===== src/rtl/rad_async_fifo_warb_if.sv =====
// Write-side bus of the async FIFO arbiter: requester handshake, FIFO write
// port and write-domain pointer/status signals.
// slave  : the arbiter (rad_async_fifo_warb)
// master : the environment (requesters plus write-pointer logic)
interface rad_async_fifo_warb_if #(
  parameter int NREQ     = 4,
  parameter int DWIDTH   = 8,
  parameter int ADDRSIZE = 3
);
  localparam int GW = (NREQ > 1) ? $clog2(NREQ) : 1;

  logic [NREQ-1:0]        req_valid;
  logic [NREQ*DWIDTH-1:0] req_data;
  logic [NREQ-1:0]        req_last;
  logic [NREQ-1:0]        req_ready;
  logic                   wfull;
  logic [ADDRSIZE:0]      wptr_gray;
  logic [ADDRSIZE:0]      wq2_rptr;
  logic                   winc;
  logic [DWIDTH-1:0]      wdata;
  logic [GW-1:0]          gnt_id;
  logic                   gnt_active;
  logic [ADDRSIZE:0]      wlevel;

  modport slave (
    input  req_valid, req_data, req_last, wfull, wptr_gray, wq2_rptr,
    output req_ready, winc, wdata, gnt_id, gnt_active, wlevel
  );

  modport master (
    output req_valid, req_data, req_last, wfull, wptr_gray, wq2_rptr,
    input  req_ready, winc, wdata, gnt_id, gnt_active, wlevel
  );
endinterface


===== src/rtl/rad_async_fifo_warb.sv =====
// Write-side arbiter/sequencer for the dual-clock Gray-pointer async FIFO.
// Round-robin grants among NREQ requesters, bounded bursts of MAXBURST beats,
// one IDLE bubble per grant. Reports registered write-side occupancy.
// Optional build macro RAD_ASYNC_FIFO_WARB_PKT_EN: packet-atomic mode, where a
// grant is released only on a beat carrying req_last of the grantee.
// Entirely in the wclk domain; wrst is asynchronous, active-high.
module rad_async_fifo_warb #(
  parameter int NREQ     = 4,
  parameter int DWIDTH   = 8,
  parameter int ADDRSIZE = 3,
  parameter int MAXBURST = 4
) (
  input  logic                   wclk,
  input  logic                   wrst,
  rad_async_fifo_warb_if.slave   bus
);

  localparam int GW = (NREQ > 1) ? $clog2(NREQ) : 1;
  localparam int CW = $clog2(MAXBURST + 1);
  localparam int PW = ADDRSIZE + 1;

  localparam logic [CW-1:0] CNT_ZERO = {CW{1'b0}};
  localparam logic [CW-1:0] CNT_ONE  = CW'(1);
`ifdef RAD_ASYNC_FIFO_WARB_PKT_EN
  localparam logic [CW-1:0] CNT_MAX  = CW'(MAXBURST);
`else
  localparam logic [CW-1:0] CNT_LAST = CW'(MAXBURST - 1);
`endif

  typedef enum logic [0:0] {
    ST_IDLE  = 1'b0,
    ST_BURST = 1'b1
  } state_t;

  state_t          r_state;
  state_t          w_state_nxt;
  logic [GW-1:0]   r_gnt_id;
  logic [GW-1:0]   w_gnt_id_nxt;
  logic [GW-1:0]   r_rr_ptr;
  logic [GW-1:0]   w_rr_ptr_nxt;
  logic [CW-1:0]   r_beat_cnt;
  logic [CW-1:0]   w_beat_cnt_nxt;
  logic [PW-1:0]   r_wlevel;

  logic [GW-1:0]   w_pick;
  logic            w_any_valid;
  logic            w_sel_valid;
  logic            w_beat;
`ifdef RAD_ASYNC_FIFO_WARB_PKT_EN
  logic            w_sel_last;
`endif

  logic [NREQ-1:0] w_req_ready;
  logic            w_winc;
  logic [DWIDTH-1:0] w_wdata;
  logic            w_gnt_active;

  // (idx + 1) mod NREQ without a divider
  function automatic logic [GW-1:0] inc_mod(input logic [GW-1:0] idx);
    logic [GW-1:0] res;
    if (32'(idx) >= (NREQ - 1)) begin
      res = {GW{1'b0}};
    end else begin
      res = idx + GW'(1);
    end
    return res;
  endfunction

  // First valid requester searching upward from start, wrapping modulo NREQ
  function automatic logic [GW-1:0] rr_pick(input logic [NREQ-1:0] valid,
                                            input logic [GW-1:0]   start);
    logic [GW-1:0] idx;
    logic [GW-1:0] res;
    logic          found;
    idx   = start;
    res   = start;
    found = 1'b0;
    for (int k = 0; k < NREQ; k++) begin
      if (!found && valid[idx]) begin
        res   = idx;
        found = 1'b1;
      end else begin
        found = found;
      end
      idx = inc_mod(idx);
    end
    return res;
  endfunction

  // Gray code to binary
  function automatic logic [PW-1:0] gray2bin(input logic [PW-1:0] g);
    logic [PW-1:0] b;
    b[PW-1] = g[PW-1];
    for (int i = PW - 2; i >= 0; i--) begin
      b[i] = b[i+1] ^ g[i];
    end
    return b;
  endfunction

  assign w_any_valid = |bus.req_valid;
  assign w_sel_valid = bus.req_valid[r_gnt_id];
  assign w_pick      = rr_pick(bus.req_valid, r_rr_ptr);
  assign w_beat      = (r_state == ST_BURST) && w_sel_valid && !bus.wfull;
`ifdef RAD_ASYNC_FIFO_WARB_PKT_EN
  assign w_sel_last  = bus.req_last[r_gnt_id];
`endif

  // State, grant, round-robin pointer and beat counter registers
  always_ff @(posedge wclk or posedge wrst) begin
    if (wrst) begin
      r_state    <= ST_IDLE;
      r_gnt_id   <= {GW{1'b0}};
      r_rr_ptr   <= {GW{1'b0}};
      r_beat_cnt <= CNT_ZERO;
    end else begin
      r_state    <= w_state_nxt;
      r_gnt_id   <= w_gnt_id_nxt;
      r_rr_ptr   <= w_rr_ptr_nxt;
      r_beat_cnt <= w_beat_cnt_nxt;
    end
  end

  // Next-state: grant in IDLE, count beats and decide release in BURST
  always_comb begin
    w_state_nxt    = r_state;
    w_gnt_id_nxt   = r_gnt_id;
    w_rr_ptr_nxt   = r_rr_ptr;
    w_beat_cnt_nxt = r_beat_cnt;
    case (r_state)
      ST_IDLE: begin
        if (w_any_valid && !bus.wfull) begin
          w_state_nxt    = ST_BURST;
          w_gnt_id_nxt   = w_pick;
          w_beat_cnt_nxt = CNT_ZERO;
        end else begin
          w_state_nxt    = ST_IDLE;
        end
      end
      ST_BURST: begin
`ifdef RAD_ASYNC_FIFO_WARB_PKT_EN
        // Only the end of the packet releases; the counter just saturates
        if (w_beat && w_sel_last) begin
          w_state_nxt    = ST_IDLE;
          w_rr_ptr_nxt   = inc_mod(r_gnt_id);
          w_beat_cnt_nxt = CNT_ZERO;
        end else if (w_beat && (r_beat_cnt != CNT_MAX)) begin
          w_beat_cnt_nxt = r_beat_cnt + CNT_ONE;
        end else begin
          w_state_nxt    = ST_BURST;
        end
`else
        // A valid drop wins even under wfull; a full stall merely holds.
        // Both conditions on one beat still produce a single release.
        if (!w_sel_valid) begin
          w_state_nxt    = ST_IDLE;
          w_rr_ptr_nxt   = inc_mod(r_gnt_id);
          w_beat_cnt_nxt = CNT_ZERO;
        end else if (w_beat && (r_beat_cnt == CNT_LAST)) begin
          w_state_nxt    = ST_IDLE;
          w_rr_ptr_nxt   = inc_mod(r_gnt_id);
          w_beat_cnt_nxt = CNT_ZERO;
        end else if (w_beat) begin
          w_beat_cnt_nxt = r_beat_cnt + CNT_ONE;
        end else begin
          w_state_nxt    = ST_BURST;
        end
`endif
      end
      default: begin
        w_state_nxt    = ST_IDLE;
        w_gnt_id_nxt   = {GW{1'b0}};
        w_rr_ptr_nxt   = {GW{1'b0}};
        w_beat_cnt_nxt = CNT_ZERO;
      end
    endcase
  end

  // Outputs decoded from state so reset kills a beat immediately
  always_comb begin
    w_req_ready  = {NREQ{1'b0}};
    w_winc       = 1'b0;
    w_gnt_active = 1'b0;
    w_wdata      = {DWIDTH{1'b0}};
    for (int i = 0; i < NREQ; i++) begin
      if (r_gnt_id == GW'(i)) begin
        w_wdata = bus.req_data[i*DWIDTH +: DWIDTH];
      end else begin
        w_wdata = w_wdata;
      end
    end
    case (r_state)
      ST_IDLE: begin
        w_gnt_active = 1'b0;
      end
      ST_BURST: begin
        w_gnt_active          = 1'b1;
        w_req_ready[r_gnt_id] = !bus.wfull;
        w_winc                = w_beat;
      end
      default: begin
        w_gnt_active = 1'b0;
      end
    endcase
  end

  // Write-side occupancy; pessimistic because the read pointer is synchronized
  always_ff @(posedge wclk or posedge wrst) begin
    if (wrst) begin
      r_wlevel <= {PW{1'b0}};
    end else begin
      r_wlevel <= gray2bin(bus.wptr_gray) - gray2bin(bus.wq2_rptr);
    end
  end

  assign bus.req_ready  = w_req_ready;
  assign bus.winc       = w_winc;
  assign bus.wdata      = w_wdata;
  assign bus.gnt_id     = r_gnt_id;
  assign bus.gnt_active = w_gnt_active;
  assign bus.wlevel     = r_wlevel;

endmodule

===== src/flat_wrapper.sv =====
// flat-port wrapper written by rule: the top's interface ports become plain ports
module rad_async_fifo_warb_flat 
#(
  parameter int NREQ     = 4,
  parameter int DWIDTH   = 8,
  parameter int ADDRSIZE = 3,
  parameter int MAXBURST = 4
)
  (wclk, wrst, bus_req_valid, bus_req_data, bus_req_last, bus_wfull, bus_wptr_gray, bus_wq2_rptr, bus_req_ready, bus_winc, bus_wdata, bus_gnt_id, bus_gnt_active, bus_wlevel);
  rad_async_fifo_warb_if #(.NREQ(NREQ), .DWIDTH(DWIDTH), .ADDRSIZE(ADDRSIZE)) bus_i ();
  input  logic wclk;
  input  logic wrst;
  input wire logic [$bits(bus_i.req_valid)-1:0] bus_req_valid;
  input wire logic [$bits(bus_i.req_data)-1:0] bus_req_data;
  input wire logic [$bits(bus_i.req_last)-1:0] bus_req_last;
  input wire logic [$bits(bus_i.wfull)-1:0] bus_wfull;
  input wire logic [$bits(bus_i.wptr_gray)-1:0] bus_wptr_gray;
  input wire logic [$bits(bus_i.wq2_rptr)-1:0] bus_wq2_rptr;
  output wire logic [$bits(bus_i.req_ready)-1:0] bus_req_ready;
  output wire logic [$bits(bus_i.winc)-1:0] bus_winc;
  output wire logic [$bits(bus_i.wdata)-1:0] bus_wdata;
  output wire logic [$bits(bus_i.gnt_id)-1:0] bus_gnt_id;
  output wire logic [$bits(bus_i.gnt_active)-1:0] bus_gnt_active;
  output wire logic [$bits(bus_i.wlevel)-1:0] bus_wlevel;
  assign bus_i.req_valid = bus_req_valid;
  assign bus_i.req_data = bus_req_data;
  assign bus_i.req_last = bus_req_last;
  assign bus_i.wfull = bus_wfull;
  assign bus_i.wptr_gray = bus_wptr_gray;
  assign bus_i.wq2_rptr = bus_wq2_rptr;
  assign bus_req_ready = bus_i.req_ready;
  assign bus_winc = bus_i.winc;
  assign bus_wdata = bus_i.wdata;
  assign bus_gnt_id = bus_i.gnt_id;
  assign bus_gnt_active = bus_i.gnt_active;
  assign bus_wlevel = bus_i.wlevel;
  rad_async_fifo_warb #(.NREQ(NREQ), .DWIDTH(DWIDTH), .ADDRSIZE(ADDRSIZE), .MAXBURST(MAXBURST)) u_core (.wclk(wclk), .wrst(wrst), .bus(bus_i));
endmodule

===== config.mk =====
export PLATFORM = sky130hd
export DESIGN_NAME = rad_async_fifo_warb_flat
export DESIGN_NICKNAME = d
export VERILOG_FILES = /design/src/rtl/rad_async_fifo_warb_if.sv /design/src/rtl/rad_async_fifo_warb.sv /design/src/flat_wrapper.sv
export SDC_FILE = /design/constraint.sdc
export NUM_CORES = 1
export LEC_CHECK = 0
export CELL_PAD_IN_SITES_DETAIL_PLACEMENT = 2
export CELL_PAD_IN_SITES_GLOBAL_PLACEMENT = 2
export CORE_ASPECT_RATIO = 0.75
export CORE_MARGIN = 8
export CORE_UTILIZATION = 22
export DETAILED_ROUTE_END_ITERATION = 10
export GPL_ROUTABILITY_DRIVEN = 1
export HOLD_SLACK_MARGIN = 0.06
export PLACE_DENSITY = 0.95
export RECOVER_POWER = 50
export SLEW_MARGIN = 0
export SYNTH_ARGS = -nofsm -noshare
export SYNTH_HDL_FRONTEND = slang
export SYNTH_SLANG_ARGS = --single-unit
export TNS_END_PERCENT = 30

===== constraint.sdc =====
create_clock -name wclk -period 3.67 [get_ports wclk]
set_input_delay 0.734 -clock wclk [delete_from_list [all_inputs] [get_ports wclk]]
set_output_delay 0.734 -clock wclk [all_outputs]
set_load 0.05 [all_outputs]

Word-level counts from Yosys, hierarchy flattened
Index checks and enable logic that the tools add are counted.
{"block": "classes", "addsub": 6, "mul": 0, "div_mod_pow": 0, "order_cmp": 10, "n_eq_ne": 7, "shift": 0, "muxes": 40, "bitwise_logic": 8, "reduce_logical": 17}
{"op": "8-bit two-way mux", "count": 4}
{"op": "2-bit two-way mux", "count": 9}
{"op": "2-bit by 3-bit < comparator with 1-bit output (second input constant)", "count": 5}
{"op": "1-bit two-way mux", "count": 13}
{"op": "3-bit two-way mux", "count": 4}
{"op": "1-bit binary-select mux with 2-bit select", "count": 5}
{"op": "2-bit by 1-bit adder with 2-bit output (second input constant)", "count": 4}
{"op": "2-bit >= comparator (second input constant)", "count": 4}
{"op": "1-bit logical AND", "count": 8}
{"op": "3-bit one-hot mux with 2 select lines", "count": 1}
{"op": "2-bit AND reduction", "count": 3}
{"op": "1-bit XOR", "count": 6}
{"op": "4-bit AND", "count": 1}
{"op": "2-bit == test (second input constant)", "count": 2}
{"op": "1-bit zero test", "count": 4}
{"op": "4-bit two-way mux", "count": 1}
{"op": "4-bit inequality test (second input constant)", "count": 1}
{"op": "1-bit one-hot mux with 2 select lines", "count": 2}
{"op": "4-bit OR reduction", "count": 1}
{"op": "4-bit subtractor", "count": 1}
{"op": "3-bit by 1-bit adder with 3-bit output (second input constant)", "count": 1}
{"op": "3-bit by 2-bit == test with 1-bit output (second input constant)", "count": 1}
{"op": "1-bit demux with 2-bit select", "count": 1}
{"op": "2-bit by 1-bit == test with 1-bit output (second input constant)", "count": 1}
{"op": "5 further kinds", "count": 5}
{"block": "word_totals", "ff_bits": 12, "latch_bits": 0, "ram_bits": 0, "mem_bits_ro": 0, "out_inout_bits": 20, "elab_cells": 93, "mem_count": 0}

Logic depth before layout (Yosys ltp)
Gate-level depths: netlist of the first run.
{"block": "depth", "word_depth": 12, "depth_mapped": 8, "depth_no_buf": 8}

Worst setup path before layout of the first run
OpenSTA, ideal clock, no wires.
{"block": "synth_path", "path_type": "register to output", "startpoint": "reg u_core.r_gnt_id[1], in the netlist u_core.bus.gnt_id[1]", "endpoint": "out bus_wdata[6]", "arrival_ns": 2.689, "slack_ns": 0.247, "stages_incl_launch_ff": 8, "cell_sequence": "dfrtp_1 -> inv_1 -> ha_1 -> clkbuf_1 -> nand3b_1 -> a21oi_1 -> a21oi_1 -> o21ai_0"}
{"block": "synth_between", "elab_chain_cells": 5, "word_cells_on_any_way": 8}
{"element": "from (decl)", "line_no": "rad_async_fifo_warb.sv:37", "source": "logic [GW-1:0] r_gnt_id;"}
{"element": "from (signal assigned)", "line_no": "rad_async_fifo_warb.sv:112", "source": "r_gnt_id <= {GW{1'b0}};"}
{"element": "from (signal assigned)", "line_no": "rad_async_fifo_warb.sv:117", "source": "r_gnt_id <= w_gnt_id_nxt;"}
{"element": "2-bit zero test", "line_no": "rad_async_fifo_warb.sv:185", "source": "if (r_gnt_id == GW'(i)) begin"}
{"element": "8-bit two-way mux (3 in a row)", "line_no": "rad_async_fifo_warb.sv:185"}
{"element": "8-bit two-way mux *", "line_no": "rad_async_fifo_warb.sv:185"}
{"element": "to (decl)", "line_no": "flat_wrapper.sv:21", "source": "output wire logic [$bits(bus_i.wdata)-1:0] bus_wdata;"}
Every way passes the cells marked *; elsewhere a longest branch is shown, timed or not.

Final worst setup path of the first run
Ends and elaborated chain as after synthesis.

==> results.txt, run 1 <==
A synthesized cell averages approximately 8 µm². The number of nets in the layout is approximately 290. The Yosys step of the flow raised 0 warnings. Once layout is complete, the cells apart from fillers number 301.

The final critical-path required period came out at about 3.5 ns. After clock tree synthesis, the clock-pin slew on the worst setup and hold paths is 0.06 ns. The horizontal extent of the die came out at around 110 µm. The combinational group share of total power is approximately 77%. The number of instances in the synthesized netlist is approximately 160. Counting along the longest clock path gives a buffer depth of 2. The fraction of synthesis flops using an asynchronous set or reset pin is 100%. After detailed placement, the total cell area comes to around 2000 µm². For this configuration, the core starts out at a cell density of roughly 23%. The cell area after layout is 2060 µm².

The data arrival at the endpoint of the critical path came out at about 2.7 ns. The full die area is about 8700 µm². The net count after synthesis came out at 225. The instance count after placement with tap cells included is a little under 300. Registers are responsible for 14.7% of the overall power.

The part of the power in the clock network is 8.3%. The final setup violation count came out at 0. The post-CTS repair timing setup buffer count came out at 0. Cells fill between 30% and 40% of the core in the end. The count of nets left with antenna violations once routing finished came out at 0. The worst setup path is captured at an output port. In the routed layout, each cell is associated on average with a via count of roughly 4.8.

The leakage power came out at around 0.82 nW. The leftover overflow at the end of global routing is 0. The overall track demand over capacity in global routing is a little under an eighth.

The hold violation total from the final report is 0. The antenna diode count came out at 0. The net switching power of the design came out at 988 µW. The core region is 5800 µm².

The share of the synthesized area in the top cell type is 22.9%. The power density over the cells came out at around 860 nW/µm². The net switching share of the total power came out at 55.5%. The TritonCTS clock tree is done.

The clock drives 12 sinks. For the worst-skew pair, the clock arrives at the later sink with an insertion delay of approximately 0.24 ns. Sequential elements use around 23% of the synthesized area. The number of pins with negative max-slew slack in the final report came out at 0. The maximum net fanout on the critical path is 17.

The element type at the critical path start is a flip-flop. The first global-routing pass estimated 8650 µm of wire. The worst setup skew after layout is ~0.0018 ns.

Wires add up to roughly 5200 µm. The cell taking the most area after synthesis is dfrtp_1. By area the synthesized netlist is led by dfrtp_1, a21oi_1, ha_1. The fraction of final layout cells sized beyond drive strength 1 came out at roughly 6.7%.

Setup repair after global routing left no endpoint under its margin. The number of port buffers is 66. The total met2 wirelength after detailed routing is around 2400 µm. The headroom to the max-slew limit came out at roughly 59%. The number of antenna violations at the first check in global routing is 0. The routed design uses ~330 µm of met3 wire. The count of routing violations after the opening detailed-route iteration is 48.

For the pin with the worst max-slew slack, the measured transition is a little over 0.6 ns. The number of buffers inserted for hold repair after clock tree synthesis is 0. The top metal layer carrying routed signals is met4. In this run, synthesis inferred 0 flip-flops with an integrated enable. The portion of the clock cycle consumed by the worst path in the final layout came out at a little over nine tenths.

The total via count after detailed routing is between 1k and 1.5k. The largest net degree at the start of global routing is 19. The count of distinct cell types in the synthesized netlist came out at 40.

The design draws roughly 1.8 mW. The maximum ir drop on the vdd rail came out at between 0.2 and 0.3 mV. The number of gates given a new drive strength after cts came out at 0. The achievable frequency came out at between 200 and 300 MHz. After synthesis the netlist holds a flip-flop and latch count of 12. Compared with the post-synthesis result, the final layout area differs by 57.4%. The internal power component came out at ~800 µW. The via count of the first global-routing pass is 1,607.

In the synthesized netlist the dominant register cell turns out to be dfrtp_1. The floorplan step set the die height to just over 80 µm. The total negative slack for setup checks is 0 ns. The cell sitting at the root of the clock tree is a clkbuf_8. The path class of the tightest hold or removal check is reg -> reg.

The last weighted congestion value of the routability-driven placer came out at approximately 0.8. The final setup slack of the worst path is 0.195 ns. On the final layout, the worst hold slack is between 0.4 and 0.5 ns. The pre-CTS setup slack came out at around 0.34 ns.

The row count is 24. The wire length the detailed router placed on met1 is about 2500 µm. The maximum level of the CTS H-tree is 1. The combined area of all synthesized cells is ~1300 µm². The final HPWL from detailed placement is slightly above 4000 µm. The final routed DRC violation total is 0. For the worst setup path, the data required time is a little under 3 ns. Across the run, the number of max-cap violations was 0.

The wire length per cell is 17.3 µm. The total I/O pin count came out at slightly above 70. The first-pass detailed-route iteration total is 4. The flow ran to the end, and the final reports show no timing, DRC or antenna violations.

The worst setup path is of the reg -> out kind. The number of buffers created by CTS is 3.
layer usage:
layer	global-route usage [%]	up-vias
met2	20.3	55
li1	-	692
met3	3.40	2
met1	15.0	703
met5	0	-
met4	0.775	0
power by group through the flow:
stage	Sequential [mW]	Clock [mW]	Combinational, mW
2_1_floorplan	0.359	0	0.882
3_3_place_gp	0.258	0	1.35
3_5_place_dp	0.265	0	1.39
4_1_cts	0.264	0.152	1.40
5_1_grt	0.273	0.158	1.47
6_report	0.262	0.147	1.37
flip-flops by register name, summed over array words and instances, names as in the netlist:
| name | cells |
|---|---|
| u_core.r_rr_ptr | 2 |
| u_core.bus.gnt_id | 2 |
| u_core.bus.wlevel | 4 |
| u_core.r_beat_cnt | 3 |
| u_core.r_state | 1 |
layout make-up:
cell class                      count  area (µm²)
Clock buffer                        4        55.1
Fill cell                         647        3730
Inverter                            9        33.8
Multi-Input combinational cell    131         915
Sequential cell                    12         300
Tap cell                           78        97.6
Timing Repair Buffer               67         663
cells in the mapped netlist (2+ instances only):
cell      instances
buf_6             2
xor2_1            4
inv_1             9
nor2_1            6
dfrtp_1          12
buf_2             2
mux2i_1           9
mux2_2            2
nand2b_1          2
ha_1              9
o21ai_0          12
nor3_1            2
a22o_1            2
and2_1            6
nand3b_1          8
xnor2_1           5
a21oi_1          23
clkbuf_1          8
nand2_1          20
critical path: stages, from the launching register on:
cell and delay, ns:
dfrtp_1 0.47, inv_1 0.10, ha_1 0.38, nand3b_1 0.25, a21oi_1 0.23, a21oi_1 0.06, o21ai_0 0.17, clkdlybuf4s50_1 0.83
worst paths after layout:
| check | start | to | slack, ns | cells after the start |
|---|---|---|---|---|
| max | u_core.bus.gnt_id[1] | bus_wdata[6] | 0.20 | 7 |
| min | u_core.r_beat_cnt[0] | u_core.r_beat_cnt[0] | 0.49 | 1 |
| max reg2reg | u_core.r_rr_ptr[0] | u_core.bus.gnt_id[0] | 1.15 | 6 |
| min reg2reg | u_core.r_beat_cnt[0] | u_core.r_beat_cnt[0] | 0.49 | 1 |
| max in group asynchronous | wrst | u_core.r_state | 2.39 | 2 |
| min in group asynchronous | wrst | u_core.bus.wlevel[1] | 0.95 | 2 |
cells in the final DEF, fill, tap and decap left out, drive strengths merged, types with 3 or more instances in the layout:
cell	count
dfrtp	12
mux2i	9
clkbuf	4
nand2	20
xor2	4
a21oi	23
dlygate4sd3	8
clkdlybuf4s50	56
inv	9
xnor2	5
nor2	6
nand3b	8
ha	9
and2	6
buf	3
o21ai	12
logic make-up (layout without fill, tap and decap cells):
| logic type | after synthesis | in the layout | synth area share, % |
|---|---|---|---|
| buffers and inverters | 21 | 80 | 7.35 |
| AND/OR/NAND/NOR | 51 | 51 | 20.2 |
| flip-flops | 12 | 12 | 22.9 |
| adder cells (fa/ha/maj) | 10 | 10 | 10.1 |
| multiplexers | 12 | 12 | 10.3 |
| AO/OA/AOI/OAI | 49 | 49 | 23.1 |
| XOR/XNOR | 9 | 9 | 6.01 |
(Power assumes the default switching activity.)
==> run 2: changes to the inputs <==
==> constraint.sdc (replaced) <==
create_clock -name wclk -period 3.67 [get_ports wclk]
set_input_delay 0.367 -clock wclk [delete_from_list [all_inputs] [get_ports wclk]]
set_output_delay 0.367 -clock wclk [all_outputs]
set_load 0.05 [all_outputs]
==> run 2 against run 1 <==
- sequential share of layout area hardly changed
- clock-buffer cell count stayed put
- worst setup slack better by 0.38 ns
- non-clock buffer count is 1 lower
- first-iteration DRC count is 13% higher
- clock power is 3% lower
- largest cell class unchanged
- worst hold slack better by 0.014 ns
- utilization hardly changed
- critical path type unchanged
- register-to-register slack hardly changed
- die area stayed put
==> results.txt, run 2 (same netlist as run 1, synthesis figures left out) <==
The headroom to the max-slew limit is 59.8% (+0.81 points). Leaving out fill and tap cells, the most frequent cells in the layout are clkdlybuf4s50_1, a21oi_1, nand2_1. The flow ran to the end, and the final reports show no timing, DRC or antenna violations. The post-route total power is 1.78 mW (-0.23%). The internal power component came out at 794 µW (+0.37%). The overall track demand over capacity in global routing came out at 11.2% (-0.73 points).

The TritonCTS clock tree is done. The number of sinks driven by the clock tree came out at 12 (unchanged). The number of buffers created by CTS is 3 (unchanged). The antenna violation net count after detailed routing came out at 0 (unchanged). The data arrival at the endpoint of the critical path is 2.73 ns (about the same). The element type at the critical path start is a flip-flop.

The met2 demand-to-capacity share in global routing is 18.4% (-2.0 points). The y dimension of the die is 82.9 µm (unchanged). The achievable frequency came out at 323 MHz (+12%). The hold violation total from the final report came out at 0 (unchanged). The cell at the root of the clock tree is clkbuf_8. The total via count after detailed routing came out at 1,412 (-2.8%). The part of the power in the clock network was 8.1% (-0.2 points).

The global routing met3 resource utilization is 3.16% (-0.23 points). The final routed DRC violation total came out at 0 (unchanged). The final critical-path required period came to 3.10 ns (-0.377 ns). The transition time of the tightest slew-check pin was 0.603 ns (-0.0121 ns).

The number of antenna violations at the first check in global routing came out at 0 (unchanged). The maximum level of the CTS H-tree is 1 (unchanged). The fraction of final layout cells sized beyond drive strength 1 is 5.41% (-1.3 points).

The total buffers and inverters traversed by the critical path came out at 2 (unchanged). The number of pins with negative max-slew slack in the final report came out at 0 (unchanged). The via density per instance is 4.71 (-2.4%). The number of gates given a new drive strength after cts came out at 0 (unchanged). met2 is the most crowded layer. The global routing met1 resource utilization is 14.1% (-0.87 points). The portion of total power attributed to sequential cells came out at 14.7% (about the same). The data required time at the worst endpoint came out at 3.30 ns (+0.36 ns). The insertion delay to the later sink of the worst-skew pair is 0.24 ns (about the same).

The count of routing violations after the opening detailed-route iteration was 54 (+13%). The maximum net fanout on the critical path came to 17 (unchanged). The critical-path cell with the highest stage delay is clkdlybuf4s50_1. The last weighted congestion value of the routability-driven placer is 0.825 (+0.88%). The leftover overflow at the end of global routing is 0 (unchanged). The portion of the clock cycle consumed by the worst path in the final layout came out at 84.4% (-10 points). The total I/O pin count is 71 (unchanged). The tightest min-delay check is of the reg -> reg type. The post-CTS repair timing setup buffer count is 0 (unchanged).

The wire length reported by the detailed router came to 5040 µm (-3.6%). On the critical path the largest part of the delay comes from buffers and inverters. The number of buffers inserted for hold repair after clock tree synthesis came to 0 (unchanged). The via count of the first global-routing pass came out at 1,606 (-0.062%). The combinational group share of total power came to 77.2% (+0.2 points). The net switching share of the total power is 55.3% (-0.27 points).

The floorplan core area was 5800 µm² (unchanged). STA classifies the critical path endpoint as an output port. Leaving out fill and tap cells, the most frequent cell in the layout is clkdlybuf4s50_1. The biggest cell delay along the critical path was 0.83 ns (about the same). The area overhead of the layout relative to synthesis is 57.3%. The cell that appears most often on the critical path is a21oi_1. The final HPWL from detailed placement came out at 4230 µm (+1.6%). The class of the most critical setup path is reg -> out. Setup repair after global routing left no endpoint under its margin. The number of port buffers came out at 66 (unchanged). The row count came out at 24 (unchanged). The antenna diode count was 0 (unchanged). The total negative slack for setup checks came out at 0 ns (unchanged). Traced cell by cell, the critical path runs through inv_1, ha_1, nand3b_1, a21oi_1, a21oi_1, o21ai_0, clkdlybuf4s50_1.

The worst setup skew after layout is 0.00324 ns (+0.00147 ns). The leakage power is 0.815 nW (-0.97%). The number of flip-flops under the largest register name came out at 4 (unchanged).

The wire length per cell is 16.8 µm (-3.3%). The first-pass detailed-route iteration total came out at 4 (unchanged). The full die area came out at 8710 µm² (unchanged). The horizontal extent of the die came out at 105 µm (unchanged). The global-route wire length before repair was 8190 µm (-5.3%). The effective utilization at floorplan is 22.6% (unchanged). The number of nets in the layout is 284 (-0.35%).

The maximum ir drop on the vdd rail came to 0.271 mV (-8.3%). The final setup violation count came to 0 (unchanged). The clock input transition at the sequential cells of the worst setup and hold paths was 0.06 ns (about the same). The maximum buffer depth of the clock tree came out at 2 (unchanged). The largest net degree at the start of global routing came out at 19 (unchanged).

The net switching power of the design is 981 µW (-0.71%). The power density over the cells came out at 861 nW/µm² (-0.11%). The reported max-cap violation count came out at 0 (unchanged).
## run 2: final cells by class
class	count	area (µm²)
Timing Repair Buffer	66	661
Inverter	9	33.8
Tap cell	78	97.6
Fill cell	662	3730
Multi-Input combinational cell	131	915
Sequential cell	12	300
Clock buffer	4	55.1
## run 2: path summary, 6_finish.rpt
kind                                       from              endpoint  slack, ns  depth (start not counted)
max                        u_core.bus.gnt_id[1]          bus_wdata[6]       0.57                          7
min                        u_core.r_beat_cnt[0]  u_core.r_beat_cnt[0]       0.50                          1
max reg2reg                  u_core.r_rr_ptr[0]  u_core.bus.gnt_id[0]       1.15                          6
min reg2reg                u_core.r_beat_cnt[0]  u_core.r_beat_cnt[0]       0.50                          1
max in group asynchronous                  wrst  u_core.r_beat_cnt[1]       2.74                          2
min in group asynchronous                  wrst  u_core.bus.gnt_id[1]       0.61                          2
## run 2: power by group through the flow
| stage | logic [mW] | registers [mW] | clock network, mW |
|---|---|---|---|
| after floorplan | 0.882 | 0.359 | 0 |
| after global placement | 1.35 | 0.257 | 0 |
| after detailed placement | 1.41 | 0.263 | 0 |
| after CTS | 1.41 | 0.264 | 0.149 |
| after global routing | 1.48 | 0.272 | 0.157 |
| final | 1.37 | 0.262 | 0.143 |
## run 2: routing by layer
| layer | share of wire (%) | routed length (µm) | vias to the layer above |
|---|---|---|---|
| met3 | 7.0 | 351 | 2 |
| met1 | 47 | 2370 | 668 |
| met5 | 0 | 0 | - |
| met4 | 0.24 | 12 | 0 |
| li1 | - | - | 691 |
| met2 | 46 | 2300 | 51 |
## run 2: stage by stage
stage          instance area (µm²)  std cells  util (%)  setup WS, ns  hold WS, ns
3_3_place_gp                  2010        296      34.6         0.862        0.478
3_5_place_dp                  2010        296      34.6         0.767        0.495
4_1_cts                       2060        300      35.6         0.497        0.492
2_1_floorplan                 1310        164         -         0.614        0.232
6_report                      2060        300      35.6         0.573        0.500
5_1_grt                       2060        300      35.6         0.369        0.510
==> edit 1 (flow settings as in run 2) <==
`DWIDTH` is set to 8 in 3 places; all go to 9.
--- a/src/rtl/rad_async_fifo_warb_if.sv
+++ b/src/rtl/rad_async_fifo_warb_if.sv
@@ -4,7 +4,7 @@
 // master : the environment (requesters plus write-pointer logic)
 interface rad_async_fifo_warb_if #(
   parameter int NREQ     = 4,
-  parameter int DWIDTH   = 8,
+  parameter int DWIDTH   = 9,
   parameter int ADDRSIZE = 3
 );
   localparam int GW = (NREQ > 1) ? $clog2(NREQ) : 1;
--- a/src/rtl/rad_async_fifo_warb.sv
+++ b/src/rtl/rad_async_fifo_warb.sv
@@ -6,7 +6,7 @@
 // Entirely in the wclk domain; wrst is asynchronous, active-high.
 module rad_async_fifo_warb #(
   parameter int NREQ     = 4,
-  parameter int DWIDTH   = 8,
+  parameter int DWIDTH   = 9,
   parameter int ADDRSIZE = 3,
   parameter int MAXBURST = 4
 ) (
--- a/src/flat_wrapper.sv
+++ b/src/flat_wrapper.sv
@@ -2,7 +2,7 @@
 module rad_async_fifo_warb_flat 
 #(
   parameter int NREQ     = 4,
-  parameter int DWIDTH   = 8,
+  parameter int DWIDTH   = 9,
   parameter int ADDRSIZE = 3,
   parameter int MAXBURST = 4
 )
Interface: changed (resized bus_req_data and bus_wdata); port bits go from 71 to 76. No check against the original RTL was run, so the function may have changed too.
==> edit 1 against run 2 <==
  * Clock skew about the same
  * Routed wire length grew 12%
  * Die area increased by 4.8%
  * Register-to-register slack got worse by 140 ps
  * Total power increased by 7.9%
  * Synthesized area is 5.8% higher
  * Global-route usage grew 1.3 points
  * Sequential cell count stayed put
  * Via count is 11% higher
  * Worst setup slack improved by 12 ps
  * Design area rose by 7.6%
  * Synthesized cell count grew 7.3%
  * Critical endpoint is now bus_wdata[8]
==> edit 1: results (changes against run 2) <==
* Syn_nets at 241 (+7.1%)
* Max stage delay on crit path at 850 ps (+20 ps)
* P_leak at 0.862 nW (+5.7%)
* Outcome: finished clean
* Clock root buffer: clkbuf_8
* # nets final at 308 (+8.5%)
* Vias per inst at 4.86 (+3.2%)
* CP arrival at 2720 ps (about the same)
* Dpl hpwl at 4530 um (+7.2%)
* Port bufs at 71 (+7.6%)
* Crit path max-delay family: buffers and inverters
* Layout filler cell count at 690 (+4.2%)
* Crit Path Max Fanout at 19 (+2)
* Overall track demand over capacity in global routing at 0.125 (+0.0131)
* Max Clock Skew at 3.48 ps (+0.236 ps)
* Largest net degree at the start of global routing at 21 (+2)
* Synth top cells by count: nand2_1, a21oi_1, o21ai_0
* Vias in the first global route at 1,773 (+10%)
* GP Congestion at 0.768 (-7.0%)
* VDD IR max at 374 uV (+38%)
* First-pass GRT wire length at 9340 um (+14%)
* Post-cts resize count at 0 (unchanged)
* Max_slew headroom at 0.568 (-0.0301)
* Routed wire per std cell at 17.5 um (+4.1%)
* Iter 0 DRT Violations at 22 (-59%)
* Top post-synthesis cells by area: dfrtp_1, a21oi_1, ha_1
* Layout cells sized above 1 at 0.0785 (+0.0245)
* Synth cell types at 39 (-2.5%)
* Register area share after synthesis at 0.216 (-0.0126)
-- edit 1: area by class of cell --
| type | instances | area [um^2] | area share |
|---|---|---|---|
| tap | 81 | 101 | 0.0457 |
| multi-input combinational | 144 | 998 | 0.450 |
| inverter | 7 | 26.3 | 0.0118 |
| timing repair buffer | 75 | 737 | 0.332 |
| sequential | 12 | 300 | 0.135 |
| clock buffer | 4 | 55.1 | 0.0248 |
-- edit 1: kinds of logic after synthesis --
family                     after synthesis  synth area share
and+or+nand+nor                         60             0.220
AOI/OAI and AO/OA                       54             0.241
buffers and inverters                   20            0.0640
DFF                                     12             0.216
muxes                                   11             0.106
adders and majority gates               10            0.0956
xor gates and xnor gates                 9            0.0568
-- edit 1: report_power, final --
| group | total (mW) | switching (mW) | internal (mW) |
|---|---|---|---|
| Clock | 0.146 | 0.0509 | 0.0949 |
| Combinational | 1.51 | 0.948 | 0.567 |
| Sequential | 0.256 | 0.0681 | 0.188 |
| Total | 1.92 | 1.07 | 0.850 |
-- edit 1: per-stage QoR --
stage	worst slack [ps]	std cells	utilization	cell area, um^2	total power, mW
floorplan	615	176	-	1390	1.32
global placement	819	319	0.350	2170	1.75
detailed placement	741	319	0.350	2170	1.81
CTS	463	323	0.359	2220	1.97
global route	363	323	0.358	2220	2.06
finish	585	323	0.358	2220	1.92
-- edit 1: per-layer routing --
| layer | track usage | wire (um) |
|---|---|---|
| met1 | 0.152 | 2590 |
| met2 | 0.210 | 2570 |
| met3 | 0.0406 | 468 |
| met4 | 0.0188 | 17 |
| met5 | 0 | 0 |
-- edit 1: final timing paths --
check,from,to,slack (ps)
setup / recovery,u_core.bus.gnt_id[1]$_DFFE_PP0P_,bus_wdata[8],580
hold / removal,u_core.r_beat_cnt[2]$_DFFE_PP0P_,u_core.r_beat_cnt[2]$_DFFE_PP0P_,520
setup reg to reg,u_core.r_rr_ptr[0]$_DFFE_PP0P_,u_core.bus.gnt_id[0]$_DFFE_PP0P_,1010
hold reg to reg,u_core.r_beat_cnt[2]$_DFFE_PP0P_,u_core.r_beat_cnt[2]$_DFFE_PP0P_,520
max in group asynchronous,wrst,u_core.r_beat_cnt[2]$_DFFE_PP0P_,2760
min in group asynchronous,wrst,u_core.r_rr_ptr[0]$_DFFE_PP0P_,580
==> edit 2 (config.mk and constraints of run 2) <==
Without the edit above. Make the reset (`wrst`) synchronous in 2 clocked blocks. Comments in the files are not updated.
--- a/src/rtl/rad_async_fifo_warb.sv
+++ b/src/rtl/rad_async_fifo_warb.sv
@@ -106,7 +106,7 @@
 `endif
 
   // State, grant, round-robin pointer and beat counter registers
-  always_ff @(posedge wclk or posedge wrst) begin
+  always_ff @(posedge wclk) begin
     if (wrst) begin
       r_state    <= ST_IDLE;
       r_gnt_id   <= {GW{1'b0}};
@@ -204,7 +204,7 @@
   end
 
   // Write-side occupancy; pessimistic because the read pointer is synchronized
-  always_ff @(posedge wclk or posedge wrst) begin
+  always_ff @(posedge wclk) begin
     if (wrst) begin
       r_wlevel <= {PW{1'b0}};
     end else begin
Formal check against the unedited RTL: differs if wrst is asserted again (counterexample within 4 cycles, from zero or initial values and one cycle with wrst high); with wrst held inactive, the same outputs for 10 cycles.
==> edit 2 against run 2 <==
  * Worst setup slack worse by 69 ps
  * Non-clock buffer count unchanged
  * Die area down 5.1%
  * Largest cell class unchanged
  * Via count up 1.5%
  * Sequential cell count unchanged
  * Highest routed layer is now met3
  * Routed wire length up 2.4%
  * Critical endpoint is now bus_wdata[5]
  * Fmax down 2.2%
  * Design area down 4.2%
  * Synthesized area down 6.1%
Power is not compared: it rests on default switching activity, and its combinational part moved more than twofold at a synthesized area within 25%.
==> edit 2: results (changes against run 2) <==
* Synth top cells by count: nor2_1, a21oi_1, dfxtp_1
* Port bufs at 66 (unchanged)
* GP Congestion at 0.810 (-1.8%)
* Antenna diodes at 0 (unchanged)
* Outcome: finished clean
* Layout filler cell count at 638 (-3.6%)
* Iter 0 DRT Violations at 22 (-59%)
* First-pass GRT wire length at 8170 um (-0.26%)
* Via count at 1,433 (+1.5%)
* Cell with the largest stage delay on the worst path: clkdlybuf4s50_1
* CP arrival at 2800 ps (+70 ps)
* Max stage delay on crit path at 840 ps
* Crit Path Max Fanout at 10 (-7)
* Post-CTS setup buffers at 0 (unchanged)
* Largest net degree at the start of global routing at 19 (unchanged)
* TritonCTS Buffers at 3 (unchanged)
* Crit path max-delay family: buffers and inverters
* Vias in the first global route at 1,543 (-3.9%)
* Post-Synth XOR/XNOR Area at 0.0640 (+0.00391)
* Top post-synthesis cells by area: dfxtp_1, ha_1, mux2i_1
* Compound-gate portion of the synthesized area at 0.228 (-0.00327)
* Clock Tree Buf Depth at 2 (unchanged)
* Final std cells w/o fill at 298 (-0.67%)
* Dpl hpwl at 4140 um (-2.0%)
* Initial DRT Pass Iterations at 4 (unchanged)
* Routed wire per std cell at 17.3 um (+3.1%)
* Clk Latency, worst-skew pair at 240 ps (about the same)
* Register area share after synthesis at 0.195 (-0.0339)
* Slew Limit Fails at 0 (unchanged)
* Overall track demand over capacity in global routing at 0.125 (+0.0134)
* VDD IR max at 185 uV
* Post-cts resize count at 0 (unchanged)
* Clock root buffer: clkbuf_8
* Synth cell types at 40 (unchanged)
* Post-synthesis mux area share at 0.0915 (-0.0116)
* Mean Syn Cell Area at 7.51 um^2 (-6.1%)
* Clock-pin slew on the worst setup and hold paths at 60 ps (about the same)
* Adder-cell share of the synthesized area at 0.108 (+0.00658)
* Synth warn at 0 (unchanged)
* Main synth FF type: dfxtp_1
* Layout cells sized above 1 at 0.0359 (-0.0182)
* # nets final at 285 (+0.35%)
* Max Clock Skew at 4.06 ps (+0.811 ps)
* Actual slew at the worst max-slew pin at 657 ps (+53.7 ps)
* Asr flop ratio synth at 0 (-1.00)
edit 2: area by class of cell:
class / count / area [um^2] / share of cell area
multi-input cells: 131 / 887 / 0.449
repair buffers: 66 / 661 / 0.335
flip-flops and latches: 12 / 240 / 0.122
well taps: 75 / 93.8 / 0.0475
clock buffers: 4 / 55.1 / 0.0279
inverters: 10 / 37.5 / 0.0190
edit 2: final timing paths:
kind,endpoint,start,slack [ps],cells after the start
worst max-delay path,bus_wdata[5],u_core.bus.gnt_id[1]$_SDFFE_PP0P_,500,8
worst max register to register,u_core.r_rr_ptr[1]$_SDFFE_PP0P_,u_core.bus.gnt_id[0]$_SDFFE_PP0P_,1550,4
worst min register to register,u_core.r_beat_cnt[2]$_SDFFE_PP0P_,u_core.r_beat_cnt[2]$_SDFFE_PP0P_,470,2
worst min-delay path,u_core.r_beat_cnt[2]$_SDFFE_PP0P_,u_core.r_beat_cnt[2]$_SDFFE_PP0P_,470,2
edit 2: cell families after synthesis:
kind of cell | Yosys count
mux | 10
fa+ha+maj | 10
compound gates | 43
xor+xnor | 9
buf+inv | 21
simple gates | 59
flops | 12
edit 2: per-stage QoR:
step                      total power [mW]  setup slack [ps]  cell area [um^2]
after floorplan                      0.424               446              1230
after global placement               0.564               616              1920
after detailed placement             0.580               505              1920
after CTS                            0.733               235              1980
after global routing                 0.762               180              1970
final                                0.714               504              1970
edit 2: per-layer routing:
layer | up-vias | wire length, um | global-route usage
met2 | 58 | 2360 | 0.215
met5 | - | 0 | 0
met4 | 0 | 0 | 0.00876
met3 | 0 | 554 | 0.0495
li1 | 693 | - | -
met1 | 682 | 2250 | 0.150
edit 2: report_power, final:
part	internal, mW	leakage, nW	total (mW)	switching [mW]
Sequential	0.146	0.0985	0.159	0.0127
Combinational	0.164	0.636	0.409	0.245
Clock	0.0948	0.0288	0.146	0.0508
edit 2: tightest hold or removal path, stage by stage (launching register included):
cell and delay (ps):
dfxtp_1 290, inv_1 80, nor3_1 50
